==> src/rtl/seq_signed_divider_if.sv <==
// Handshake and operand/result bundle for seq_signed_divider.
// master drives start and operands; slave returns status and results.
interface seq_signed_divider_if #(
    parameter int W = 8
);
    logic             start;
    logic [2*W-1:0]   dividend;
    logic [W-1:0]     divisor;
    logic             busy;
    logic             done;
    logic [W-1:0]     quotient;
    logic [W-1:0]     remainder;
    logic             overflow;
    logic             div_by_zero;

    modport master (
        output start, dividend, divisor,
        input  busy, done, quotient, remainder, overflow, div_by_zero
    );

    modport slave (
        input  start, dividend, divisor,
        output busy, done, quotient, remainder, overflow, div_by_zero
    );
endinterface

==> src/rtl/seq_signed_divider.sv <==
// Sequential signed restoring divider, 2W/W -> W quotient + W remainder.
// Define DIVIDER_ZERO_FAST_EN to let divide-by-zero skip the iterations.
module seq_signed_divider #(
    parameter int W = 8
) (
    input logic                clk,
    input logic                rst,
    seq_signed_divider_if.slave bus
);

    localparam int CW = $clog2(W + 1);

`ifdef DIVIDER_ZERO_FAST_EN
    localparam bit FAST_ZERO = 1'b1;
`else
    localparam bit FAST_ZERO = 1'b0;
`endif

    localparam logic [W-1:0] MAX_POS = {1'b0, {(W-1){1'b1}}};
    localparam logic [W-1:0] MIN_NEG = {1'b1, {(W-1){1'b0}}};

    typedef enum logic [1:0] {
        IDLE,
        ITER,
        FIX,
        DONE
    } state_t;

    state_t         state;
    logic [2*W-1:0] acc;
    logic [W-1:0]   dvs_mag;
    logic [CW-1:0]  cnt;
    logic           sign_q;
    logic           sign_r;
    logic           dz_flag;
    logic           ovf_flag;

    logic           busy_q;
    logic           done_q;
    logic [W-1:0]   quot_q;
    logic [W-1:0]   rem_q;
    logic           ovf_q;
    logic           dz_q;

    // Load-time magnitudes; 2W+1 bits so the most negative dividend cannot wrap.
    logic [2*W:0]   dnd_ext;
    logic [2*W:0]   dnd_abs;
    logic [W-1:0]   dvs_abs;
    logic           load_dz;
    logic           load_ovf;

    always_comb begin
        dnd_ext  = {bus.dividend[2*W-1], bus.dividend};
        dnd_abs  = bus.dividend[2*W-1] ? -dnd_ext : dnd_ext;
        dvs_abs  = bus.divisor[W-1] ? -bus.divisor : bus.divisor;
        load_dz  = (bus.divisor == '0);
        load_ovf = (dnd_abs[2*W:W] >= {1'b0, dvs_abs});
    end

    // One restoring step: shift, trial-subtract, keep or restore.
    logic [2*W:0]   shifted;
    logic [W:0]     diff;
    logic [2*W-1:0] next_acc;

    always_comb begin
        shifted  = {acc, 1'b0};
        diff     = shifted[2*W:W] - {1'b0, dvs_mag};
        next_acc = shifted[2*W-1:0];
        if (!diff[W]) begin
            next_acc = {diff[W-1:0], shifted[W-1:1], 1'b1};
        end
    end

    // Sign application and saturation for the final result.
    logic [W-1:0]   q_mag;
    logic [W-1:0]   r_mag;
    logic           q_ovf;
    logic [W-1:0]   res_q;
    logic [W-1:0]   res_r;
    logic           res_ovf;
    logic           res_dz;

    always_comb begin
        q_mag   = acc[W-1:0];
        r_mag   = acc[2*W-1:W];
        q_ovf   = ovf_flag
                  || (!sign_q && q_mag[W-1])
                  || (sign_q && (q_mag > MIN_NEG));
        res_q   = sign_q ? -q_mag : q_mag;
        res_r   = sign_r ? -r_mag : r_mag;
        res_ovf = 1'b0;
        res_dz  = 1'b0;
        if (dz_flag) begin
            res_dz = 1'b1;
            res_q  = sign_r ? MIN_NEG : MAX_POS;
            res_r  = '0;
        end else if (q_ovf) begin
            res_ovf = 1'b1;
            res_q   = sign_q ? MIN_NEG : MAX_POS;
            res_r   = '0;
        end
    end

    always_ff @(posedge clk or posedge rst) begin
        if (rst) begin
            state    <= IDLE;
            acc      <= '0;
            dvs_mag  <= '0;
            cnt      <= '0;
            sign_q   <= 1'b0;
            sign_r   <= 1'b0;
            dz_flag  <= 1'b0;
            ovf_flag <= 1'b0;
            busy_q   <= 1'b0;
            done_q   <= 1'b0;
            quot_q   <= '0;
            rem_q    <= '0;
            ovf_q    <= 1'b0;
            dz_q     <= 1'b0;
        end else begin
            done_q <= 1'b0;
            unique case (state)
                IDLE, DONE: begin
                    if (bus.start) begin
                        acc      <= dnd_abs[2*W-1:0];
                        dvs_mag  <= dvs_abs;
                        cnt      <= '0;
                        sign_q   <= bus.dividend[2*W-1] ^ bus.divisor[W-1];
                        sign_r   <= bus.dividend[2*W-1];
                        dz_flag  <= load_dz;
                        ovf_flag <= load_ovf;
                        busy_q   <= 1'b1;
                        state    <= (FAST_ZERO && load_dz) ? FIX : ITER;
                    end else begin
                        state <= IDLE;
                    end
                end
                ITER: begin
                    acc <= next_acc;
                    cnt <= cnt + CW'(1);
                    if (cnt == CW'(W - 1)) begin
                        state <= FIX;
                    end
                end
                FIX: begin
                    quot_q <= res_q;
                    rem_q  <= res_r;
                    ovf_q  <= res_ovf;
                    dz_q   <= res_dz;
                    done_q <= 1'b1;
                    busy_q <= 1'b0;
                    state  <= DONE;
                end
            endcase
        end
    end

    assign bus.busy        = busy_q;
    assign bus.done        = done_q;
    assign bus.quotient    = quot_q;
    assign bus.remainder   = rem_q;
    assign bus.overflow    = ovf_q;
    assign bus.div_by_zero = dz_q;

endmodule
==> src/flat_wrapper.sv <==
// flat-port wrapper written by rule: the top's interface ports become plain ports
module seq_signed_divider_flat 
#(
    parameter int W = 8
)
  (clk, rst, bus_start, bus_dividend, bus_divisor, bus_busy, bus_done, bus_quotient, bus_remainder, bus_overflow, bus_div_by_zero);
  seq_signed_divider_if #(.W(W)) bus_i ();
  input logic clk;
  input logic rst;
  input wire logic [$bits(bus_i.start)-1:0] bus_start;
  input wire logic [$bits(bus_i.dividend)-1:0] bus_dividend;
  input wire logic [$bits(bus_i.divisor)-1:0] bus_divisor;
  output wire logic [$bits(bus_i.busy)-1:0] bus_busy;
  output wire logic [$bits(bus_i.done)-1:0] bus_done;
  output wire logic [$bits(bus_i.quotient)-1:0] bus_quotient;
  output wire logic [$bits(bus_i.remainder)-1:0] bus_remainder;
  output wire logic [$bits(bus_i.overflow)-1:0] bus_overflow;
  output wire logic [$bits(bus_i.div_by_zero)-1:0] bus_div_by_zero;
  assign bus_i.start = bus_start;
  assign bus_i.dividend = bus_dividend;
  assign bus_i.divisor = bus_divisor;
  assign bus_busy = bus_i.busy;
  assign bus_done = bus_i.done;
  assign bus_quotient = bus_i.quotient;
  assign bus_remainder = bus_i.remainder;
  assign bus_overflow = bus_i.overflow;
  assign bus_div_by_zero = bus_i.div_by_zero;
  seq_signed_divider #(.W(W)) u_core (.clk(clk), .rst(rst), .bus(bus_i));
endmodule
==> config.mk <==
export PLATFORM = sky130hd
export DESIGN_NAME = seq_signed_divider_flat
export DESIGN_NICKNAME = d
export VERILOG_FILES = /design/src/rtl/seq_signed_divider_if.sv /design/src/rtl/seq_signed_divider.sv /design/src/flat_wrapper.sv
export SDC_FILE = /design/constraint.sdc
export NUM_CORES = 1
export LEC_CHECK = 0
export CAP_MARGIN = 20
export CORE_MARGIN = 2
export CORE_UTILIZATION = 33
export DETAILED_ROUTE_END_ITERATION = 6
export GPL_ROUTABILITY_DRIVEN = 1
export GPL_TIMING_DRIVEN = 0
export MAX_ROUTING_LAYER = met4
export PLACE_DENSITY_LB_ADDON = 0.15
export SLEW_MARGIN = 20
export SYNTH_ARGS = -nofsm -noshare
export SYNTH_HDL_FRONTEND = slang
export SYNTH_SLANG_ARGS = --single-unit
==> constraint.sdc <==
create_clock -name clk -period 5.45 [get_ports clk]
set_input_delay 1.09 -clock clk [delete_from_list [all_inputs] [get_ports clk]]
set_output_delay 1.09 -clock clk [all_outputs]
set_load 0.05 [all_outputs]
==> reports/results.ini, run 1 <==
[finish]
antennaDiodeCount = 0
finalNetCount = 530
post-route-cell-area_um2 = 4558
layout-area-overhead-vs-synth_pct = 22.00
drive_gt1_share_pct = 5.000

[place]
dpl_cell_area_um2 = 4364
dpl.hpwl_um = 7577
numPortBuffers = 45
dp_slack_ps = 1290
gp_congestion = 0.8692

[logic_synthesis]
yosysSeqAreaShare_pct = 36.17
yosysMostFrequentCell = dfrtp_1
synth_top_area_share_pct = 36.17
ys_warn_count = 0
syn-mean-instance-area_um2 = 8.750
synthAdderAreaFrac_pct = 8.238
synth-compound-area-share_pct = 24.98
synth-edff-count = 0
syn_area_um2 = 3736
synth_mux_area_share_pct = 2.512
synth_area_leaders = dfrtp_1, ha_1, o21ai_0
ys.flop_type = dfrtp_1
synth_top_family_by_area = compound AO/OA/AOI/OAI gates
syn_nets = 478
synthXorXnorAreaFrac_pct = 6.564
synth-simple-area-share_pct = 16.81
synth-seq-cells = 54
synthCells = 427
ys_types = 57
synth_top_area_cell = dfrtp_1
ys_top_cells_by_count = dfrtp_1, nand2_1, o21ai_0, a21oi_1, nor2_1
ys_async_sr_fraction_pct = 100.0

[setup_path]
crit_type = primary input to register
cp_cell_sequence = clkdlybuf4s50_1 > nor4_2 > nand3b_1 > o21ai_0 > xor2_1 > ha_1 > nand2b_1 > a21o_1 > a21o_1 > a21oi_1 > o21ai_0 > o41a_1
endpoint_kind = register
cp_max_fo = 4
required_ps = 5620
critPathTopFamily = compound AO/OA/AOI/OAI gates
cp_num_buf_inv = 1
critPathLaunchType = primary input
worstPathArrival_ps = 4060
slowest_stage = clkdlybuf4s50_1
slowest_delay_ps = 460

[timing]
clock_skew_ps = 5.291
maxSlewHeadroom_pct = 55.23
final_max_slew_viol_count = 0
period_share_pct = 71.28
hold_viol = 0
fin_crit_ps = 3885
tightest_slew_ps = 671.6
finalSetupViolCount = 0
rsz0062_at_grt = false
fmax_ghz = 0.2574
worst_slack_ps = 1565
setup_tns_ps = 0

[global_routing]
grt_first_pass_wirelength_um = 15960
grt_usage_pct = 16.46
grt_max_degree = 55
first_global_vias = 3084
antenna_found_initial = 0
overflow = 0

[drt]
routedWlPerCell_um = 15.67
postRouteAntennaNets = 0
drt_pre_antenna_iters = 4
vias = 3211
viasPerCell = 5.179
drt-initial-drc-count = 178
drc = 0
drt-total-wl_um = 9715

[clock_tree]
htreeDepth = 2
clockBufferDepth = 2
cts_inserted_buffers = 5
hold_buffers = 0
cts_tree = built
cts_root_buf = clkbuf_16
ctsResizeCount = 0
clk_pin_slew_ps = 70
clk_latency_ps = 290
clock_sinks = 54
postCtsSetupBuffers = 0

[die]
start_util_pct = 34.16
ioPinCount = 47
die_w_um = 110.4
design.die.area_um2 = 12190
rows = 38
die_height_um = 110.4
core_area_um2 = 10940

[power]
power_density_nw_per_um2 = 653.7
peakVddDrop_v = 0.0002423
leakagePower_nw = 1.903

[min_path]
hold_path_class = register to register

[run]
maxCapViolCount = 0

[run_status]
status = finished, final reports clean

==> power by group <==
| group | total (mW) | internal (mW) | switching [mW] |
|---|---|---|---|
| logic | 1.82 | 0.702 | 1.12 |
| clock network | 0.412 | 0.264 | 0.148 |
| registers | 0.746 | 0.578 | 0.168 |
| total | 2.98 | 1.54 | 1.43 |
==> sequential cells by signal (all words and copies together), names as in the netlist <==
signal / count
u_core.acc: 16
u_core.bus.busy: 1
u_core.bus.div_by_zero: 1
u_core.bus.done: 1
u_core.bus.overflow: 1
u_core.bus.quotient: 8
u_core.bus.remainder: 8
u_core.cnt: 4
u_core.dvs_mag: 8
u_core.dz_flag: 1
u_core.ovf_flag: 1
u_core.sign_q: 1
u_core.sign_r: 1
u_core.state: 2
==> cells by family (layout without fill, tap and decap cells) <==
kind of cell	after synthesis	count (layout)
and+or+nand+nor	129	129
buffers and inverters	43	96
xor gates and xnor gates	28	28
muxes	9	9
adders and majority gates	24	24
DFF	54	54
AOI/OAI and AO/OA	140	140
==> placed cells by master (no fill, tap or decap), types with 8 or more instances in the layout <==
cell type,Yosys,final
inv_1,25,24
dfrtp_1,54,54
xnor2_1,15,15
nand2_1,45,45
o21ai_0,40,40
clkdlybuf4s50_1,0,45
clkbuf_1,15,15
o2bb2ai_1,11,11
nor3_1,11,11
a21oi_1,29,29
ha_1,23,23
or3_1,8,8
nor2_1,29,29
xor2_1,13,13
==> worst register-to-register path, stage by stage (launching register included) <==
cell	delay, ps
dfrtp_1	320
clkbuf_1	280
inv_1	90
ha_1	210
fa_1	380
nand2b_1	220
a21oi_2	260
o311a_4	270
nor4b_1	510
nor3_1	90
o311ai_1	270
==> worst paths after layout <==
path | end | from | slack [ps] | cells past startpoint
min in group asynchronous | u_core.bus.div_by_zero | rst | 1250 | 2
max in group asynchronous | u_core.dvs_mag[2] | rst | 3750 | 2
min | u_core.dvs_mag[6] | u_core.dvs_mag[6] | 480 | 2
min reg2reg | u_core.dvs_mag[6] | u_core.dvs_mag[6] | 480 | 2
max reg2reg | u_core.acc[12] | u_core.acc[7] | 2450 | 10
max | u_core.ovf_flag | bus_dividend[4] | 1570 | 12
==> metrics by stage <==
step | instances | total power, mW | hold slack, ps | utilization (%)
3_5_place_dp | 612 | 2.570 | 474.0 | 39.91
3_3_place_gp | 612 | 2.540 | 466.9 | 39.89
5_1_grt | 620 | 3.230 | 501.4 | 41.68
4_1_cts | 620 | 2.997 | 489.9 | 41.68
6_report | 620 | 2.980 | 482.1 | 41.68
2_1_floorplan | 427 | 2.059 | 449.8 | -
==> per-layer routing <==
| metal | vias to the layer above | track usage, % | wire (µm) |
|---|---|---|---|
| met1 | 1496 | 22.96 | 4863 |
| met5 | - | - | 0 |
| met2 | 62 | 25.60 | 4408 |
| li1 | 1645 | - | - |
| met4 | 0 | 4.750 | 128 |
| met3 | 8 | 1.537 | 313 |
==> layout make-up <==
| type | count | area (µm²) |
|---|---|---|
| repair buffers | 45 | 450.4 |
| clock inverters | 3 | 68.82 |
| inverters | 25 | 96.34 |
| flip-flops and latches | 54 | 1351 |
| multi-input cells | 330 | 2208 |
| well taps | 140 | 175.2 |
| fillers | 1152 | 6377 |
| clock buffers | 5 | 125.1 |
| plain buffers | 18 | 82.58 |
Power figures use the tool's default switching activity.
==> run 2: changes to the inputs <==
- clock period: 5.45 -> 3.8 ns (I/O delays scaled with it)
==> results of run 2 <==
Same layout as run 1 (identical final DEF). Status: finished, final reports clean.
Main changes from that run: setup slack after placement 1290 ps -> -30.40 ps; setup slack after layout 1565 ps -> 245.3 ps; register-to-register setup slack 2450 ps -> 800 ps; total power 2.980 mW -> 4.273 mW; worst IR drop on VDD 0.0002423 V -> 0.0003475 V
==> patch 1, RTL diff (config.mk and constraints of run 2) <==
`W` is set to 8 in 3 places; all go to 16.
--- a/src/rtl/seq_signed_divider_if.sv
+++ b/src/rtl/seq_signed_divider_if.sv
@@ -2,5 +2,5 @@
 // master drives start and operands; slave returns status and results.
 interface seq_signed_divider_if #(
-    parameter int W = 8
+    parameter int W = 16
 );
     logic             start;
--- a/src/rtl/seq_signed_divider.sv
+++ b/src/rtl/seq_signed_divider.sv
@@ -2,5 +2,5 @@
 // Define DIVIDER_ZERO_FAST_EN to let divide-by-zero skip the iterations.
 module seq_signed_divider #(
-    parameter int W = 8
+    parameter int W = 16
 ) (
     input logic                clk,
--- a/src/flat_wrapper.sv
+++ b/src/flat_wrapper.sv
@@ -2,5 +2,5 @@
 module seq_signed_divider_flat 
 #(
-    parameter int W = 8
+    parameter int W = 16
 )
   (clk, rst, bus_start, bus_dividend, bus_divisor, bus_busy, bus_done, bus_quotient, bus_remainder, bus_overflow, bus_div_by_zero);
Ports: changed (resized bus_dividend, bus_divisor, bus_quotient and bus_remainder); port bits go from 47 to 87. No check against the original RTL was run, so the function may have changed too.
==> patch 1 against run 2 <==
Die area increased by 81%. Sequential cell count increased by 41. Clock skew increased by 0.0055 ns. Design area increased by 93%. Worst setup slack got worse by 0.10 ns. Global-route usage increased by 3.1 points. Synthesized area increased by 84%. Combinational power increased by 100%. First-iteration DRC count increased by 93%. Total power increased by 92%. Register-to-register slack got worse by 0.22 ns. Routed wire length increased by 110%. Critical endpoint unchanged.
==> patch 1: results (changes against run 2) <==
Synth unique cells = 66 (+16%)
Critical path's top delay family = simple AND/OR/NAND/NOR gates
CP Data Arrival Time = 3.90 ns (+0.17 ns)
Critical R2R Capture = u_core.acc[22]
Placement Setup Slack = -1.13 ns (-1.10 ns)
Layout cells sized above 1 = 0.104 (+0.0538)
Longest Clk Path Bufs = 2 (unchanged)
Commonest cells post-synth = dfrtp_1, nand2_1, o21ai_0, inv_1, xor2_1
IO buf count = 85 (+89%)
Worst R2R Start = u_core.acc[15]
Gr usage total = 0.195 (+0.0307)
Detailed Route Iter0 Violations = 344 (+93%)
Hold/Removal Path Class = register to register
Largest cells by area after synthesis = dfrtp_1, ha_1, xor2_1
CP startpoint = bus_dividend[21]
Seq/Total Area, Yosys = 0.345 (-0.0166)
EDFF count, synth = 0 (unchanged)
Fin nets = 993 (+87%)
CTS Buf Count = 9 (+4)
VDD IR max = 0.287 mV (-17%)
CP max stage cell = or4_4
Number of global-route vias before repair = 6017 (+95%)
Worst Hold Margin = 0.478 ns (-0.00427 ns)
Lkg Pwr = 3.80 nW (+100%)
Drt pass-1 iters = 5 (+1)
Post-route clock skew = 0.0108 ns (+0.00553 ns)
Top reg by flops = u_core.acc
WL/cell = 17.4 um (+11%)
CP peak stage delay = 0.55 ns (+0.09 ns)
Fin crit period = 3.66 ns (+0.101 ns)
Status = complete, no violations
Diode count = 0 (unchanged)
Post-Route Setup TNS = 0 ns (unchanged)
CTS root buffer = clkbuf_16
DP HPWL = 15.8 mm (+110%)
Synth warn = 0 (unchanged)
Initial antenna violation count = 0 (unchanged)
Hold path start = u_core.cnt[4]
Placer Congestion = 0.830 (-4.5%)
Max reg flops = 32 (+16)
Worst-skew pair later-pin latency = 0.36 ns (+0.07 ns)
Worst hold endpoint = u_core.cnt[4]
CP endpoint = u_core.ovf_flag
Synth Net Count = 877 (+83%)
Largest net degree at the start of global routing = 73 (+33%)
Worst-path clk slew = 0.07 ns (about the same)
Asr flop ratio synth = 1.00 (unchanged)
Worst Tran Pin Value = 0.672 ns (-0.0000343 ns)
Number of H-tree levels = 3 (+1)
Post-DP Area = 8110 um2 (+86%)
Reg-to-reg setup timing slack = 0.58 ns (-0.22 ns)
Worst-path maximum fanout = 5 (+1)
Reg2reg path depth = 12 (+2)
Worst hold stages = 2 (unchanged)
Via density = 5.23 (+1.1%)
Post-synth top flop = dfrtp_1
# fillers = 2080 (+81%)
First-pass GRT wire length = 32.9 mm (+110%)
[patch 1: cell count changes in the layout (fill, tap and decap cells not counted), sizes merged, moves of 24 or more]
| cell | change |
|---|---|
| xor2 | +41 |
| nand2 | +39 |
| o21ai | +42 |
| dfrtp | +41 |
| inv | +40 |
| clkdlybuf4s50 | +29 |
| buf | +24 |
[patch 1: cell type report]
class	instances	area (um2)	share of cell area
Tap cell	270	338	0.0384
Multi-Input combinational cell	590	4340	0.493
Clock buffer	10	229	0.0260
Clock inverter	6	109	0.0124
Inverter	65	249	0.0283
Sequential cell	95	2380	0.270
Timing Repair Buffer	105	1010	0.114
Buffer	35	151	0.0172
[patch 1: stage by stage]
stage	instances	util
final	1176	0.432
after global routing	1176	0.432
after CTS	1173	0.430
after detailed placement	1141	0.398
after global placement	1140	0.397
after floorplan	785	-
[patch 1: layer usage]
metal,GRT usage,part of all wire
met5,-,0
met4,0.0533,0.014
met2,0.288,0.43
met3,0.0233,0.043
met1,0.283,0.51
[patch 1: where the power goes]
group          switching [mW]  internal (mW)
sequential              0.475           1.47
combinational            3.20           2.02
clock                   0.407          0.643
[patch 1: cell families (layout without fill, tap and decap cells)]
| family | after synthesis | after routing | synth area share |
|---|---|---|---|
| compound gates | 242 | 242 | 0.236 |
| xor+xnor | 82 | 82 | 0.104 |
| fa+ha+maj | 41 | 41 | 0.0756 |
| buf+inv | 100 | 221 | 0.0574 |
| flops | 95 | 95 | 0.345 |
| mux | 23 | 23 | 0.0340 |
| simple gates | 202 | 202 | 0.148 |
[patch 1: timing repair]
action	CTS	global route
endpoints found under the setup margin	1	1
setup buffers	16	3
resized for setup	44	7
pin swaps	19	12
endpoints found under the hold margin	0	0
==> patch 2, RTL diff (settings of run 2) <==
Made on the original files. Re-encode `state_t` (4 states) as Gray code, 2 bits wide.
--- a/src/rtl/seq_signed_divider.sv
+++ b/src/rtl/seq_signed_divider.sv
@@ -21,8 +21,8 @@
 
     typedef enum logic [1:0] {
-        IDLE,
-        ITER,
-        FIX,
-        DONE
+        IDLE = 2'b00,
+        ITER = 2'b01,
+        FIX  = 2'b11,
+        DONE = 2'b10
     } state_t;
 
Formal check against the unedited RTL: same outputs for any inputs over 10 cycles, from zero or initial values and one cycle with rst high; not proved beyond that.
==> patch 2 against run 2 <==
Critical path depth unchanged. Design area down 6.6%. Sequential cell count unchanged. Critical endpoint unchanged. Via count shrank 4.9%. Total power shrank 12%. Maximum frequency increased by 0.76%. First-iteration DRC count grew 11%. Worst setup slack gained 0.027 ns. Routed wire length decreased by 7.4%. Synthesized area down 5.4%. Final cell count is 4.5% lower.
==> patch 2: results (changes against run 2) <==
Post-DP Area = 4160 um2 (-4.7%)
Cells after DPL = 584 (-4.6%)
Pint = 1.92 mW (-13%)
Longest Clk Path Bufs = 2 (unchanged)
Top reg by flops = u_core.acc
CTS root buffer = clkbuf_8
Via density = 5.16 (-0.39%)
First-pass GRT wire length = 14.6 mm (-8.2%)
Synth Net Count = 452 (-5.4%)
Placer Congestion = 0.822 (-5.5%)
Status = complete, no violations
Count of non-CTS buffers in the layout = 65 (+3.2%)
Synth Area per Inst = 8.77 um2 (+0.24%)
Worst Tran Pin Value = 0.684 ns (+0.0128 ns)
Total number of vias = 3054 (-4.9%)
Seq/total area = 0.317 (+0.0208)
Final Cell Area = 4260 um2 (-6.6%)
Largest cells by area after synthesis = dfrtp_1, ha_1, o21ai_0
Fin nets = 504 (-4.9%)
Layout cells sized above 1 = 0.0439 (-0.00614)
Seq/Total Area, Yosys = 0.382 (+0.0206)
# fillers = 1063 (-7.7%)
WL final = 8.99 mm (-7.4%)
Fin crit period = 3.53 ns (-0.0268 ns)
DP HPWL = 7.00 mm (-7.6%)
Buffering overhead = 0.128 (+0.0111)
Worst Hold Margin = 0.483 ns (+0.000679 ns)
Final Power = 3.77 mW (-12%)
Critical R2R Capture = u_core.acc[10]
Clock-cell share of area = 0.0223 (-0.0202)
Largest net degree at the start of global routing = 55 (unchanged)
Clk pwr = 342 uW (-42%)
Gr usage total = 0.164 (-0.000300)
Combinational fraction of design power = 0.620 (+0.009)
Inverters = 23 (-8.0%)
VDD IR max = 0.348 mV (about the same)
Worst hold endpoint = u_core.bus.remainder[4]
Die X = 107 um (-2.6%)
Hold path start = u_core.bus.remainder[4]
Number of global-route vias before repair = 2867 (-7.0%)
Clk_buf instances = 6 (+1)
Worst-skew pair later-pin latency = 0.31 ns (+0.02 ns)
Synth unique cells = 45 (-21%)
Postcts setup bufs = 0 (unchanged)
Reg-to-reg setup timing slack = 0.63 ns (-0.17 ns)
Multi-Input Combinational = 306 (-7.3%)
Post-route clock skew = 0.00975 ns (+0.00446 ns)
Area of the multi-input gates = 2010 um2 (-9.1%)
Commonest cells post-synth = dfrtp_1, nand2_1, o21ai_0, inv_1
Lkg Pwr = 1.80 nW (-5.4%)
Placement Setup Slack = -0.177 ns (-0.146 ns)
Initial Util = 0.341 (-0.000793)
Detailed Route Iter0 Violations = 198 (+11%)
Worst-path clk slew = 0.10 ns (+0.03 ns)
## patch 2: changes by cell type after synthesis, moves of 4 or more
cell       change
xor2_1         +8
o2bb2ai_1     -11
a31oi_1        +4
a22oi_1        +6
nand4_1        +4
a21oi_1       -14
a211oi_1       -4
nand2_1        +7
o21ai_0       +10
a21boi_0       -5
or3_1          -6
nor2_1        -10
## patch 2: logic make-up after synthesis
| family | synth area share |
|---|---|
| and+or+nand+nor | 0.177 |
| AOI/OAI and AO/OA | 0.205 |
| DFF | 0.382 |
| buffers and inverters | 0.0513 |
| xor gates and xnor gates | 0.0892 |
| adders and majority gates | 0.0800 |
| muxes | 0.0149 |
## patch 2: layer usage
metal,GRT usage,share of wire,vias to the layer above
met2,0.250,0.46,83
met3,0.0182,0.052,4
met5,-,0,-
met4,0.0394,0.0048,0
met1,0.235,0.49,1435
li1,-,-,1532
## patch 2: tightest hold or removal path: stages (launching register included)
cell and delay (ns):
dfrtp_1 0.35, nand2_1 0.04, o21ai_0 0.05
